$ cat src/rtl/fft_pkg.sv
// Shared types and helpers for the radix-2 FFT sequencing controller.
package fft_pkg;

   typedef logic [1:0] fsm_state_t;

   localparam fsm_state_t ST_IDLE  = 2'd0;
   localparam fsm_state_t ST_RUN   = 2'd1;
   localparam fsm_state_t ST_DRAIN = 2'd2;
   localparam fsm_state_t ST_DONE  = 2'd3;

   // Ceiling log2, evaluated at elaboration time for sizing.
   function automatic int fft_log2(input int v);
      int r;
      r = 0;
      for (int i = 0; i < 31; i++) begin
         if ((1 << i) < v) r = i + 1;
      end
      return r;
   endfunction

endpackage

$ cat src/rtl/fft_wb_delay.sv
// Write-back delay line: carries {en, addr_a, addr_b} BF_LAT cycles,
// shifting every cycle so stalled slots appear as wb_en=0.
module fft_wb_delay #(
   parameter int BF_LAT = 2,
   parameter int AW     = 4
) (
   input  logic          clk,
   input  logic          rst,
   input  logic          in_en,
   input  logic [AW-1:0] in_addr_a,
   input  logic [AW-1:0] in_addr_b,
   output logic          out_en,
   output logic [AW-1:0] out_addr_a,
   output logic [AW-1:0] out_addr_b
);

   localparam int DW = 2 * AW + 1;

   logic [DW-1:0] dly_q [BF_LAT];
   logic [DW-1:0] dly_d [BF_LAT];

   always_comb begin
      dly_d[0] = {in_en, in_addr_a, in_addr_b};
      for (int i = 1; i < BF_LAT; i++) begin
         dly_d[i] = dly_q[i-1];
      end
   end

   always_ff @(posedge clk) begin
      if (rst) begin
         for (int i = 0; i < BF_LAT; i++) dly_q[i] <= '0;
      end else begin
         for (int i = 0; i < BF_LAT; i++) dly_q[i] <= dly_d[i];
      end
   end

   assign {out_en, out_addr_a, out_addr_b} = dly_q[BF_LAT-1];

endmodule

$ cat src/rtl/fft_seq_ctrl.sv
// Radix-2 DIT in-place FFT sequencer: butterfly addressing, twiddle index
// and write-back timing. Define FFT_SEQ_CTRL_IFFT_EN to add the inverse port.
module fft_seq_ctrl
   import fft_pkg::*;
#(
   parameter  int N      = 16,
   parameter  int BF_LAT = 2,
   localparam int AW     = fft_log2(N),
   localparam int SW     = fft_log2(AW) + 1
) (
   input  logic          clk,
   input  logic          rst,
   input  logic          start,
   input  logic          stall,
`ifdef FFT_SEQ_CTRL_IFFT_EN
   input  logic          inverse,
`endif
   output logic          busy,
   output logic          done,
   output logic          bf_issue,
   output logic [AW-1:0] bf_addr_a,
   output logic [AW-1:0] bf_addr_b,
   output logic [AW-2:0] tw_addr,
   output logic [SW-1:0] stage,
   output logic          wb_en,
   output logic [AW-1:0] wb_addr_a,
   output logic [AW-1:0] wb_addr_b,
   output logic          tw_conj
);

   localparam int JW = AW - 1;
   localparam logic [JW-1:0] J_LAST = JW'(N / 2 - 1);
   localparam logic [SW-1:0] S_LAST = SW'(AW - 1);
   localparam logic [3:0]    D_LAST = 4'(BF_LAT - 1);

   fsm_state_t    state_q, state_d;
   logic [JW-1:0] j_q, j_d;
   logic [SW-1:0] stage_q, stage_d;
   logic [3:0]    drn_q, drn_d;

   logic          run;
   logic          issue;
   logic [AW-1:0] one_s;
   logic [JW-1:0] mask_j;
   logic [JW-1:0] pos_j;
   logic [AW-1:0] addr_a;
   logic [AW-1:0] addr_b;
   logic [SW-1:0] tw_sh;
   logic [JW-1:0] tw_k;

   assign run   = (state_q == ST_RUN);
   assign issue = run & ~stall;

   always_comb begin
      state_d = state_q;
      j_d     = j_q;
      stage_d = stage_q;
      drn_d   = drn_q;
      unique case (1'b1)
         (state_q == ST_IDLE): begin
            if (start) begin
               state_d = ST_RUN;
               j_d     = '0;
               stage_d = '0;
            end
         end
         (state_q == ST_RUN): begin
            if (!stall) begin
               if (j_q == J_LAST) begin
                  state_d = ST_DRAIN;
                  drn_d   = '0;
               end else begin
                  j_d = j_q + JW'(1);
               end
            end
         end
         (state_q == ST_DRAIN): begin
            if (drn_q == D_LAST) begin
               if (stage_q == S_LAST) begin
                  state_d = ST_DONE;
                  stage_d = '0;
               end else begin
                  state_d = ST_RUN;
                  stage_d = stage_q + SW'(1);
                  j_d     = '0;
               end
            end else begin
               drn_d = drn_q + 4'd1;
            end
         end
         default: state_d = ST_IDLE;
      endcase
   end

   // grp*2^(s+1) is j with its low s bits cleared, shifted left once.
   always_comb begin
      one_s  = AW'(1) << stage_q;
      mask_j = JW'(one_s - AW'(1));
      pos_j  = j_q & mask_j;
      addr_a = {j_q & ~mask_j, 1'b0} | AW'(pos_j);
      addr_b = addr_a | one_s;
      tw_sh  = S_LAST - stage_q;
      tw_k   = pos_j << tw_sh;
   end

   always_ff @(posedge clk) begin
      if (rst) begin
         state_q <= ST_IDLE;
         j_q     <= '0;
         stage_q <= '0;
         drn_q   <= '0;
      end else begin
         state_q <= state_d;
         j_q     <= j_d;
         stage_q <= stage_d;
         drn_q   <= drn_d;
      end
   end

`ifdef FFT_SEQ_CTRL_IFFT_EN
   logic inv_q, inv_d;

   always_comb begin
      inv_d = inv_q;
      if (state_q == ST_IDLE && start) inv_d = inverse;
   end

   always_ff @(posedge clk) begin
      if (rst) inv_q <= 1'b0;
      else     inv_q <= inv_d;
   end

   assign tw_conj = inv_q;
`else
   assign tw_conj = 1'b0;
`endif

   assign busy      = run | (state_q == ST_DRAIN);
   assign done      = (state_q == ST_DONE);
   assign bf_issue  = issue;
   assign bf_addr_a = run ? addr_a : '0;
   assign bf_addr_b = run ? addr_b : '0;
   assign tw_addr   = run ? tw_k : '0;
   assign stage     = stage_q;

   fft_wb_delay #(
      .BF_LAT (BF_LAT),
      .AW     (AW)
   ) u_wb_delay (
      .clk        (clk),
      .rst        (rst),
      .in_en      (issue),
      .in_addr_a  (issue ? addr_a : '0),
      .in_addr_b  (issue ? addr_b : '0),
      .out_en     (wb_en),
      .out_addr_a (wb_addr_a),
      .out_addr_b (wb_addr_b)
   );

endmodule

$ cat config.mk
export PLATFORM = sky130hd
export DESIGN_NAME = fft_seq_ctrl
export DESIGN_NICKNAME = d
export VERILOG_FILES = /design/src/rtl/fft_pkg.sv /design/src/rtl/fft_wb_delay.sv /design/src/rtl/fft_seq_ctrl.sv
export SDC_FILE = /design/constraint.sdc
export NUM_CORES = 1
export LEC_CHECK = 0
export CORE_MARGIN = 3
export CORE_UTILIZATION = 40
export CTS_CLUSTER_DIAMETER = 30
export CTS_CLUSTER_SIZE = 40
export DETAILED_ROUTE_END_ITERATION = 12
export GPL_TIMING_DRIVEN = 1
export PLACE_DENSITY = 0.71
export SYNTH_ARGS = -nofsm -noshare
export SYNTH_HDL_FRONTEND = slang
export SYNTH_SLANG_ARGS = --single-unit
$ cat constraint.sdc
create_clock -name clk -period 2.4 [get_ports clk]
set_input_delay 0.36 -clock clk [delete_from_list [all_inputs] [get_ports clk]]
set_output_delay 0.36 -clock clk [all_outputs]
set_load 0.02 [all_outputs]
* Yosys cells after proc, flatten, opt, wreduce, memory -nomap -nowiden
Memory sizes are Yosys's and may differ from the RTL's.
Cells that the tools add are included.
Widths: inputs -> output; s select.
** Operators by class
- $add $sub $neg :: 5
- Shift operators :: 2
- Multiplexer cells :: 29
- Eq/ne operators :: 13
- Reduce and logical (&&, ||, !) cells :: 8
- Bitwise logic cells :: 10
** Operators with widths (number)
- $mux 4 :: 7
- $mux 3 :: 8
- $mux 9 :: 2
- $mux 2 :: 5
- $ne 2x2->1 const B :: 5
- $pmux 3 s3 :: 1
- $pmux 4 s2 :: 1
- $reduce_and 4->1 :: 2
- $add 3x1->3 const B :: 2
- $and 3x3->3 :: 2
- $pmux 2 s3 :: 1
- $pmux 3 s2 :: 1
- $reduce_and 6->1 :: 1
- $add 4x1->4 const B :: 1
- $eq 2x2->1 const B :: 2
- $eq 4x1->1 const B :: 1
- $ne 2x1->1 const B :: 2
- $or 4x3->4 :: 1
- $or 4x4->4 :: 1
- $reduce_bool 2->1 :: 2
- $shl 1x3->4 const A :: 1
- $eq 3x2->1 const B :: 1
- $eq 3x3->1 const B :: 1
- $mux 1 :: 3
- 11 further kinds :: 13
** Storage, ports and cells
- Memories kept :: 1
- Logic and storage cells :: 72
- Register bits :: 12
- Bits of input ports :: 4
- RAM bits :: 18
- Output and inout port bits :: 27
** Memories
- u_wb_delay.dly_q :: depth 2, bits a word 9, read ports 2, clocked after Yosys merged registers in 0, write ports 2, RTL line fft_wb_delay.sv:19 : logic [DW-1:0] dly_q [BF_LAT];

* Logic depth before layout (Yosys ltp)
Gate-level depths: netlist of the first run.
- Depth in word-level cells :: 8
- Depth in mapped cells :: 9
- Gate-level depth less buffers :: 9

* Modules after synthesis
From an unflattened synthesis of the first run, not the netlist that was laid out.
** Unflattened totals
- Cells, all modules :: 180
- Area total of the unflattened synthesis :: 1580.3 um^2
** By module, submodules not included
- fft_seq_ctrl :: sequential area each 240.2 um^2, cells each 143, times used 1, area an instance 1091.0 um^2
- fft_wb_delay :: sequential area each 360.3 um^2, cells each 37, times used 1, area an instance 489.2 um^2

* Worst setup path after synthesis of the first run
No wires, ideal clock.
- Kind :: register -> output
- Start :: register stage_q[0] (netlist: stage[0])
- End :: output tw_addr[2]
- Setup slack :: -392 ps
- Stages on the path, launching flop included :: 9
- Arrival :: 2432 ps
- Buffers on the path :: 0
- Cells stage by stage :: dfxtp_1 inv_1 ha_1 nor2b_1 inv_1 ha_1 nor2b_1 a21oi_1 nor4b_1
** Between the ends
- Cells in the longest elaborated chain, start to end :: 5
- Elaborated cells on any way between the ends :: 6
** RTL lines
- start, declared :: RTL line fft_seq_ctrl.sv:38 : logic [SW-1:0] stage_q, stage_d;
- start signal, assigned :: RTL line fft_seq_ctrl.sv:115 : stage_q <= stage_d;
- $shl 1x3->4 :: RTL line fft_seq_ctrl.sv:97 : one_s = AW'(1) << stage_q;
- $sub 3x1->3 :: RTL line fft_seq_ctrl.sv:98 : mask_j = JW'(one_s - AW'(1));
- $and 3x3->3 :: RTL line fft_seq_ctrl.sv:99 : pos_j = j_q & mask_j;
- $shl 3x3->3 (*) :: RTL line fft_seq_ctrl.sv:103 : tw_k = pos_j << tw_sh;
- $mux 3 (*) :: RTL line fft_seq_ctrl.sv:143 : assign tw_addr = run ? tw_k : '0;
- end, declared :: RTL line fft_seq_ctrl.sv:23 : output logic [AW-2:0] tw_addr,
Mark *: on every way between the ends. The rest lies on a longest branch, timed or not.

* Final worst setup path of the first run
- Start :: register stage_q[1] (netlist: stage[1])
- End :: output tw_addr[2]
The elaborated chain is that of the path after synthesis.

==> impl_metrics.toml, run 1 <==
[status]
run_status = "complete, but fails checks"
failing_checks = "setup timing"

[pwr]
power-per-cell-area_nw_per_um2 = 710
power_w = 0.00155
total_leakage_power_nw = 0.889
max-vdd-ir-drop_v = 0.000516

[finish]
n_antenna_cell = 0
multi_input_combinational_cell_area_sq_um = 967
area_growth_syn_to_layout_pct = 45.8
share_of_post_route_cells_with_drive_strength_above_1 = 0.256
fillers = 297
layout.area.seq_sq_um = 603
finish.net_count = 237

[worst_setup_path]
reg2reg_slack_ps = 230
reg2reg_to = "drn_q[3]"
cp_data_arrival_time_ps = 2040
critical_path.startpoint_type = "register"
rr_startpoint = "state_q[0]"
crit_path_cell_trace = "inv_2 > buf_4 > ha_4 > nand2_2 > ha_4 > xor2_4 > a31oi_4 > nor4b_4 > buf_4"
critical-path-max-stage-delay_ps = 330
worst_setup_end_kind = "output pin"
timing.critical_path.fanout_max = 2
critical-path-slowest-cell = "dfxtp_2"
r2r_cells = 6
critical_path_required_ps = 2040
critPathKind = "register to output pin"

[floorplanning]
horizontal_extent_of_the_die_microns = 67.3
initial_utilization = 0.433
die-area_sq_um = 4520
placement_rows = 21
design.portCount = 31
die_height_microns = 67.3
coreArea_sq_um = 3470

[global_route]
grt_pass1_wl_microns = 5770
grt_pass1_vias = 1320
gr-usage-met1 = 0.175
grt.busiest_layer = "met2"
grt_use_met3 = 0.0516
antenna_violations_before_repair = 0
grt_max_degree = 19
grt.overflow.total = 0
grt_use_met2 = 0.307
groute.usage.overall = 0.170

[clock_network]
cts_max_path_buffers = 2
cts_buffers = 5
cts-htree-levels = 2
clkSlewWorstSetupHoldPaths_ps = 60
tritoncts = "built"
clock_tree.root_cell = "clkbuf_8"
clock_insertion_delay_worst_skew_ps = 280
cts.sinks = 30

[routing]
number_of_nets_still_failing_antenna_checks_after_routing = 0
vias_per_cell = 5.23
detail_route.wl_per_cell_microns = 13.8
wirelength_microns = 3660
dr.first_iter.drc_count = 50
drt-pass1-iter-count = 4
routed-via-count = 1387
drt_drc_violations_left = 0

[sta]
final_max_slew_viol_count = 0
setup_viol = 1
fin_worst_skew_ps = 10.9
worstMarginPinSlew_ps = 592
timing.slew.headroom = 0.601
finalHoldViolations = 0
timing.final.crit_share = 1.00
final_critical_path_setup_slack_ps = -3.70
achievable-frequency_ghz = 0.416
rsz0062_at_grt = "yes"
finalCriticalPeriod_ps = 2400

[synth]
number_of_nets_in_the_synthesized_netlist = 188
yosys.cell_types.count = 41
synth-edff-count = 0
synth.cell_area_sq_um = 1500
sequential_area_share_after_synthesis = 0.400
syn_avg_cell_area_sq_um = 8.88
synth-async-reset-ratio = 0
postSynthRegisterBits = 30
yosys_most_used_dff = "dfxtp_1"
ys_warn_count = 0
syn_inst = 169

[hold_path]
min-delay-path-class = "register to register"
timing.hold.worst_path_depth = 1
timing.hold.worst_endpoint = "u_wb_delay.dly_q[0][14]"
holdCritStartpoint = "u_wb_delay.dly_q[0][5]"

[placement]
port_buffers = 29
place_worst_setup_slack_ps = -329
place_congestion = 0.834
hpwlAfterDp_microns = 2580

[flow_run]
cap_viol_max_count = 0
kinds of logic after synthesis:
kind of cell	share of synthesized area
AO/OA/AOI/OAI	0.138
XOR/XNOR	0.0233
adder cells (fa/ha/maj)	0.125
buffers and inverters	0.0508
flip-flops	0.400
multiplexers	0.0208
other	0.00250
AND/OR/NAND/NOR	0.240
registers in the layout (all words and copies together), names as in the netlist:
signal and count:
state_q 2, drn_q 4, u_wb_delay.dly_q 18, stage 3, j_q 3
metrics by stage:
stage                     cell area [sq um]  instances  hold slack, ps  setup TNS [ps]  utilization
after floorplan                        1520        169             414               0            -
after global placement                 1970        255             417           -1050        0.568
after detailed placement               1970        255             426           -1600        0.568
after CTS                              2080        263             439           -67.4        0.600
after global routing                   2190        265             455           -83.0        0.631
final                                  2190        265             435           -3.70        0.631
routing by layer:
layer	routed length [microns]	part of all wire	vias to the layer above
met2	1880	0.51	51
met4	93	0.025	0
met1	1470	0.40	651
li1	-	-	673
met5	0	0	-
met3	218	0.060	12
final cells by class:
cell class / instances / share of cell area
Tap cell: 46 / 0.0263
Inverter: 12 / 0.0206
Timing Repair Buffer: 49 / 0.194
Clock buffer: 7 / 0.0395
Clock inverter: 1 / 0.00229
Multi-Input combinational cell: 120 / 0.442
Sequential cell: 30 / 0.276
cells in the final DEF, fill, tap and decap left out, drive strengths merged, types with 2 or more instances in the layout:
cell,n
or4,2
clkbuf,8
dfxtp,30
nand2,3
nand4,4
nor2,16
buf,25
nand3,2
xnor2,3
and3,4
nor2b,20
inv,12
ha,15
mux2i,2
o21ai,10
and2,2
nand2b,2
clkdlybuf4s15,2
clkdlybuf4s50,20
a21oi,13
worst max-delay path, delay by kind of cell (launching register included):
kind,cells,cell delay (ps)
flip-flops,1,330
AND/OR/NAND/NOR,2,400
XOR/XNOR,1,200
AO/OA/AOI/OAI,1,120
buffers and inverters,3,370
adder cells (fa/ha/maj),2,330
synth_stat cells (all sizes together), types with 2 or more instances:
library cell	instances	area, sq um
inv	12	45.0
nor2	16	60.1
o21ai	10	50.1
nand3	2	10.0
xnor2	3	26.3
ha	15	188
dfxtp	30	601
clkbuf	5	18.8
and2	2	12.5
nand4	4	25.0
or4	2	15.0
mux2i	2	20.0
nand2	3	11.3
nand2b	2	12.5
and3	4	25.0
buf	2	12.5
a21oi	13	65.1
nor2b	20	125
timing repair:
| item | 4_1_cts | 5_1_grt |
|---|---|---|
| hold buffers | 0 | 0 |
| setup endpoints to repair | 12 | 11 |
| resized for setup | 38 | 20 |
| pin swaps | 0 | 4 |
| setup buffers | 0 | 2 |
how the worst max path moves through the flow:
stage / start / end / cells past startpoint
after detailed placement: stage[1] / tw_addr[2] / 9
after global placement: stage[0] / tw_addr[2] / 9
after global routing: stage[1] / tw_addr[2] / 9
final: stage[1] / tw_addr[2] / 9
after floorplan: stage[1] / tw_addr[2] / 8
after CTS: stage[1] / bf_addr_a[2] / 9
report_power, final:
part           total (W)  internal, W  switching (W)
Combinational   0.000571     0.000258       0.000313
Sequential      0.000566     0.000529      0.0000372
Clock           0.000417     0.000231       0.000186
Power figures use the tool's default switching activity.
==> run 2: changes to the inputs <==
- CELL_PAD_IN_SITES_DETAIL_PLACEMENT: default -> 1
- CELL_PAD_IN_SITES_GLOBAL_PLACEMENT: default -> 2
- CORE_UTILIZATION: 40 -> 30
- PLACE_DENSITY: 0.71 -> 0.84
==> run 2 against run 1 <==
Against the previous run:
- the run now ends clean
- critical path depth is the same
- count of clock-buffer cells in the layout is 1 lower
- cell count up 7.2%
- routed wire length up 19%
- core utilization fell by 16 points
- maximum frequency grew 1.9%
- register-to-register slack improved by 150 ps
- non-clock buffer count down 1
- sequential share of layout area shrank 0.74 points
- setup slack improved by 45 ps
- critical path type unchanged
==> impl_metrics.toml, run 2 (synthesis results as in run 1) <==
[status]
run_status = "finished clean"

[pwr]
pwr-share-comb = 0.363
total_leakage_power_nw = 0.884
share_clk_of_total_power = 0.307
max-vdd-ir-drop_v = 0.000405
power-per-cell-area_nw_per_um2 = 756
power.share.sequential = 0.330
internal_power_w = 0.00113
switching_power_w = 0.000565
sw_frac_of_total = 0.333

[finish]
fin_cells = 284
n_antenna_cell = 0
final_common_cell = "dfxtp_1"
share_of_post_route_cells_with_drive_strength_above_1 = 0.258
largest_register = "u_wb_delay.dly_q"
biggestRegsByFlops = "u_wb_delay.dly_q x18, drn_q x4"
area_growth_syn_to_layout_pct = 49.8
largest_register_ff_count = 18
finish.net_count = 236
commonest_non_fill_non_tap_cells_in_the_layout = "28 x dfxtp_1, 21 x clkdlybuf4s50_1, 21 x buf_4"

[clock_network]
clkSlewWorstSetupHoldPaths_ps = 60
cts_max_path_buffers = 2
cts-htree-levels = 2
cts.sinks = 30
postCtsSetupBuffers = 0
cts_buffers = 5
clock_tree.root_cell = "clkbuf_8"
tritoncts = "built"
postCtsHoldBufs = 0
clock_insertion_delay_worst_skew_ps = 290

[sta]
worstMarginPinSlew_ps = 610
timing.slew.headroom = 0.583
final_critical_path_setup_slack_ps = 40.9
setup_total_negative_slack_ps = 0
final_max_slew_viol_count = 0
setup_viol = 0
finalHoldViolations = 0
fin_worst_skew_ps = 13.3
rsz0062_at_grt = "yes"
finalCriticalPeriod_ps = 2360
achievable-frequency_ghz = 0.424
timing.final.crit_share = 0.983

[floorplanning]
placement_rows = 25
die-area_sq_um = 5890
die_height_microns = 76.7
coreArea_sq_um = 4790
horizontal_extent_of_the_die_microns = 76.7
design.portCount = 31
initial_utilization = 0.314

[global_route]
grt_pass1_vias = 1518
grt_pass1_wl_microns = 7380
grt_max_degree = 19
antenna_violations_before_repair = 0
groute.usage.overall = 0.156
grt.overflow.total = 0

[routing]
number_of_nets_still_failing_antenna_checks_after_routing = 0
detail_route.wl_per_cell_microns = 15.4
wirelength_microns = 4370
routed-via-count = 1352
dr.first_iter.drc_count = 31
drt_drc_violations_left = 0
drt-pass1-iter-count = 4
vias_per_cell = 4.76

[hold_path]
min-delay-path-class = "register to register"

[placement]
place_congestion = 0.785
port_buffers = 29
hpwlAfterDp_microns = 3140
place_worst_setup_slack_ps = -356
place.detailed.instances = 277

[worst_setup_path]
cp_data_arrival_time_ps = 2000
worst_setup_end_kind = "output pin"
timing.critical_path.fanout_max = 2
critPathKind = "register to output pin"
critical_path.startpoint_type = "register"
critical_path_required_ps = 2040

[flow_run]
cap_viol_max_count = 0
run 2: metal layers:
metal	routed length [microns]	part of all wire	vias to the layer above	track usage
li1	-	-	670	-
met1	1910	0.44	649	0.184
met2	2250	0.52	24	0.275
met3	138	0.032	9	0.0352
met4	68	0.016	0	0.0543
met5	0	0	-	0
run 2: cell type report:
class | instances | area, sq um
Clock buffer | 6 | 82.6
Clock inverter | 1 | 30.0
Fill cell | 549 | 2540
Inverter | 12 | 45.0
Multi-Input combinational cell | 120 | 993
Sequential cell | 30 | 603
Tap cell | 67 | 83.8
Timing Repair Buffer | 48 | 410
run 2: metrics by stage:
stage | cell area (sq um) | power [W] | hold WS (ps) | util
2_1_floorplan | 1520 | 0.000900 | 414 | -
3_3_place_gp | 2000 | 0.00109 | 417 | 0.419
3_5_place_dp | 2000 | 0.00112 | 427 | 0.419
4_1_cts | 2190 | 0.00169 | 445 | 0.457
5_1_grt | 2250 | 0.00181 | 461 | 0.470
6_report | 2250 | 0.00170 | 440 | 0.470
run 2: worst max-delay path, cell delays in order (launching register included):
cell,delay [ps]
dfxtp_2,320
inv_2,70
ha_4,140
nor2b_4,160
inv_2,70
ha_4,180
xor2_4,210
a31oi_4,120
nor4b_4,270
buf_4,180
run 2: path summary, 6_finish.rpt:
kind                     startpoint                       to  slack [ps]  cells past startpoint
max                        stage[1]               tw_addr[2]          40                      9
min          u_wb_delay.dly_q[0][1]  u_wb_delay.dly_q[0][10]         440                      1
max reg2reg              state_q[0]                 drn_q[3]         380                      6
min reg2reg  u_wb_delay.dly_q[0][1]  u_wb_delay.dly_q[0][10]         440                      1
run 2: power by group through the flow:
stage	clock network [W]	logic (W)	registers [W]
after floorplan	0	0.000324	0.000576
after global placement	0	0.000523	0.000565
after detailed placement	0	0.000556	0.000569
after CTS	0.000532	0.000596	0.000561
after global routing	0.000563	0.000677	0.000568
final	0.000522	0.000616	0.000561
run 2: what timing repair did:
item                       in CTS  in global routing
cloned                          0                  0
pin swaps                       4                  3
gates resized for setup        55                  9
setup endpoints to repair      12                  7
==> run 3: changes to the inputs <==
- PLACE_DENSITY: 0.84 -> default
- PLACE_DENSITY_LB_ADDON: default -> 0.1
==> run 3 against run 2 <==
Against the previous run:
- routed wire length fell by 8.1%
- combinational power fell by 4.2%
- setup slack improved by 0.93 ps
- critical endpoint unchanged
- largest power group unchanged
- highest routed layer unchanged
- sequential share of layout area rose by 0.96 points
- maximum frequency barely moved
- cell count rose by 0.35%
- global-route usage fell by 0.92 points
==> impl_metrics.toml, run 3 (synthesis results as in run 1) <==
[routing]
drt_drc_violations_left = 0
routed-via-count = 1349
wirelength_microns = 4010
vias_per_cell = 4.73
drt-pass1-iter-count = 4
number_of_nets_still_failing_antenna_checks_after_routing = 0
detail_route.wl_per_cell_microns = 14.1
dr.first_iter.drc_count = 32

[clock_network]
cts_buffers = 5
cts.sinks = 30
cts_max_path_buffers = 2
clkSlewWorstSetupHoldPaths_ps = 70
clock_insertion_delay_worst_skew_ps = 290
cts-htree-levels = 2
tritoncts = "built"
postCtsHoldBufs = 0
clock_tree.root_cell = "clkbuf_8"

[finish]
share_of_post_route_cells_with_drive_strength_above_1 = 0.261
fin_cells = 285
final_common_cell = "dfxtp_1"
commonest_non_fill_non_tap_cells_in_the_layout = "28 x dfxtp_1, 21 x buf_4, 19 x clkdlybuf4s50_1"
final_design_area_no_fill_sq_um = 2170
largest_register_ff_count = 18
finalCoreUtilization = 0.454
area_growth_syn_to_layout_pct = 44.6
finish.net_count = 237
n_antenna_cell = 0
largest_register = "u_wb_delay.dly_q"
biggestRegsByFlops = "u_wb_delay.dly_q x18, drn_q x4"

[worst_setup_path]
worst-path-buf-inv = 3
category_of_cells_accounting_for_the_largest_share_of_critical_path_delay = "simple AND/OR/NAND/NOR gates"
timing.critical_path.fanout_max = 2
rr_startpoint = "state_q[0]"
cp_data_arrival_time_ps = 2000
crit_path_cell_trace = "inv_2 > ha_4 > nor2b_4 > inv_2 > ha_4 > xor2_2 > a31oi_2 > nor4b_4 > buf_4"
critical_path.startpoint = "stage[1]"
critical-path-slowest-cell = "dfxtp_2"
critical-path-max-stage-delay_ps = 330
critical_path_required_ps = 2040
critical_path.startpoint_type = "register"
worst_setup_end_kind = "output pin"
critPathKind = "register to output pin"

[floorplanning]
initial_utilization = 0.314
coreArea_sq_um = 4790
horizontal_extent_of_the_die_microns = 76.7
design.portCount = 31
die-area_sq_um = 5890
die_height_microns = 76.7
placement_rows = 25

[sta]
achievable-frequency_ghz = 0.424
final_max_slew_viol_count = 0
timing.final.crit_share = 0.983
setup_viol = 0
finalCriticalPeriod_ps = 2360
rsz0062_at_grt = "yes"
worstMarginPinSlew_ps = 584
finalHoldViolations = 0
holdWs_ps = 435
timing.slew.headroom = 0.606
fin_worst_skew_ps = 10.2

[placement]
hpwlAfterDp_microns = 3030
place.detailed.instances = 277
placed_cell_area_sq_um = 2000
place_congestion = 0.817
port_buffers = 29

[global_route]
grt_pass1_wl_microns = 6910
antenna_violations_before_repair = 0
groute.usage.overall = 0.147
grt.overflow.total = 0
grt_max_degree = 19
grt_pass1_vias = 1456

[status]
run_status = "finished clean"

[flow_run]
cap_viol_max_count = 0

[pwr]
power_w = 0.00153
total_leakage_power_nw = 0.903
max-vdd-ir-drop_v = 0.000467
power-per-cell-area_nw_per_um2 = 706

[hold_path]
holdCritStartpoint = "u_wb_delay.dly_q[0][0]"
min-delay-path-class = "register to register"
==> run 3: stage by stage <==
| step | setup TNS, ps | worst slack (ps) |
|---|---|---|
| 2_1_floorplan | 0 | 1.38 |
| 3_3_place_gp | -1260 | -220 |
| 3_5_place_dp | -1890 | -360 |
| 4_1_cts | -9.58 | -9.58 |
| 5_1_grt | -84.3 | -57.7 |
| 6_report | 0 | 41.8 |
==> run 3: final timing paths <==
check / endpoint / depth (start not counted) / slack, ps
worst min-delay path: u_wb_delay.dly_q[0][9] / 1 / 430
worst min register to register: u_wb_delay.dly_q[0][9] / 1 / 430
worst max register to register: drn_q[3] / 7 / 340
worst max-delay path: tw_addr[2] / 9 / 40
==> run 3: final cells by class <==
cell class / instances / area (sq um)
clock inverter: 2 / 10.0
inverter: 12 / 45.0
multi-input combinational: 120 / 946
sequential: 30 / 603
tap: 67 / 83.8
timing repair buffer: 49 / 414
fill: 563 / 2620
clock buffer: 5 / 68.8
==> run 3: where the power goes <==
group          internal (W)  total, W  switching [W]  leakage (nW)
logic              0.000262  0.000590       0.000328         0.616
registers          0.000529  0.000555      0.0000258         0.243
clock network      0.000194  0.000387       0.000193        0.0438
total              0.000985   0.00153       0.000547         0.903
==> run 3: per-layer routing <==
| metal | up-vias | global-route usage | wire, microns |
|---|---|---|---|
| met5 | - | 0 | 0 |
| met4 | 0 | 0.0670 | 85 |
| met3 | 7 | 0.0411 | 181 |
| met2 | 33 | 0.246 | 1960 |
| met1 | 637 | 0.173 | 1780 |
| li1 | 672 | - | - |
==> run 3: repair_timing <==
item,4_1_cts,5_1_grt
setup buffers,0,1
gates resized for setup,49,12
endpoints found under the setup margin,12,9
pin swaps,2,4
==> run 3: worst reg2reg max path: stages, from the launching register on <==
cell      delay (ps)
dfxtp_1          340
buf_4            160
inv_1            100
ha_1             420
inv_1            190
a211oi_1         300
nand4_1          170
mux2_2           290
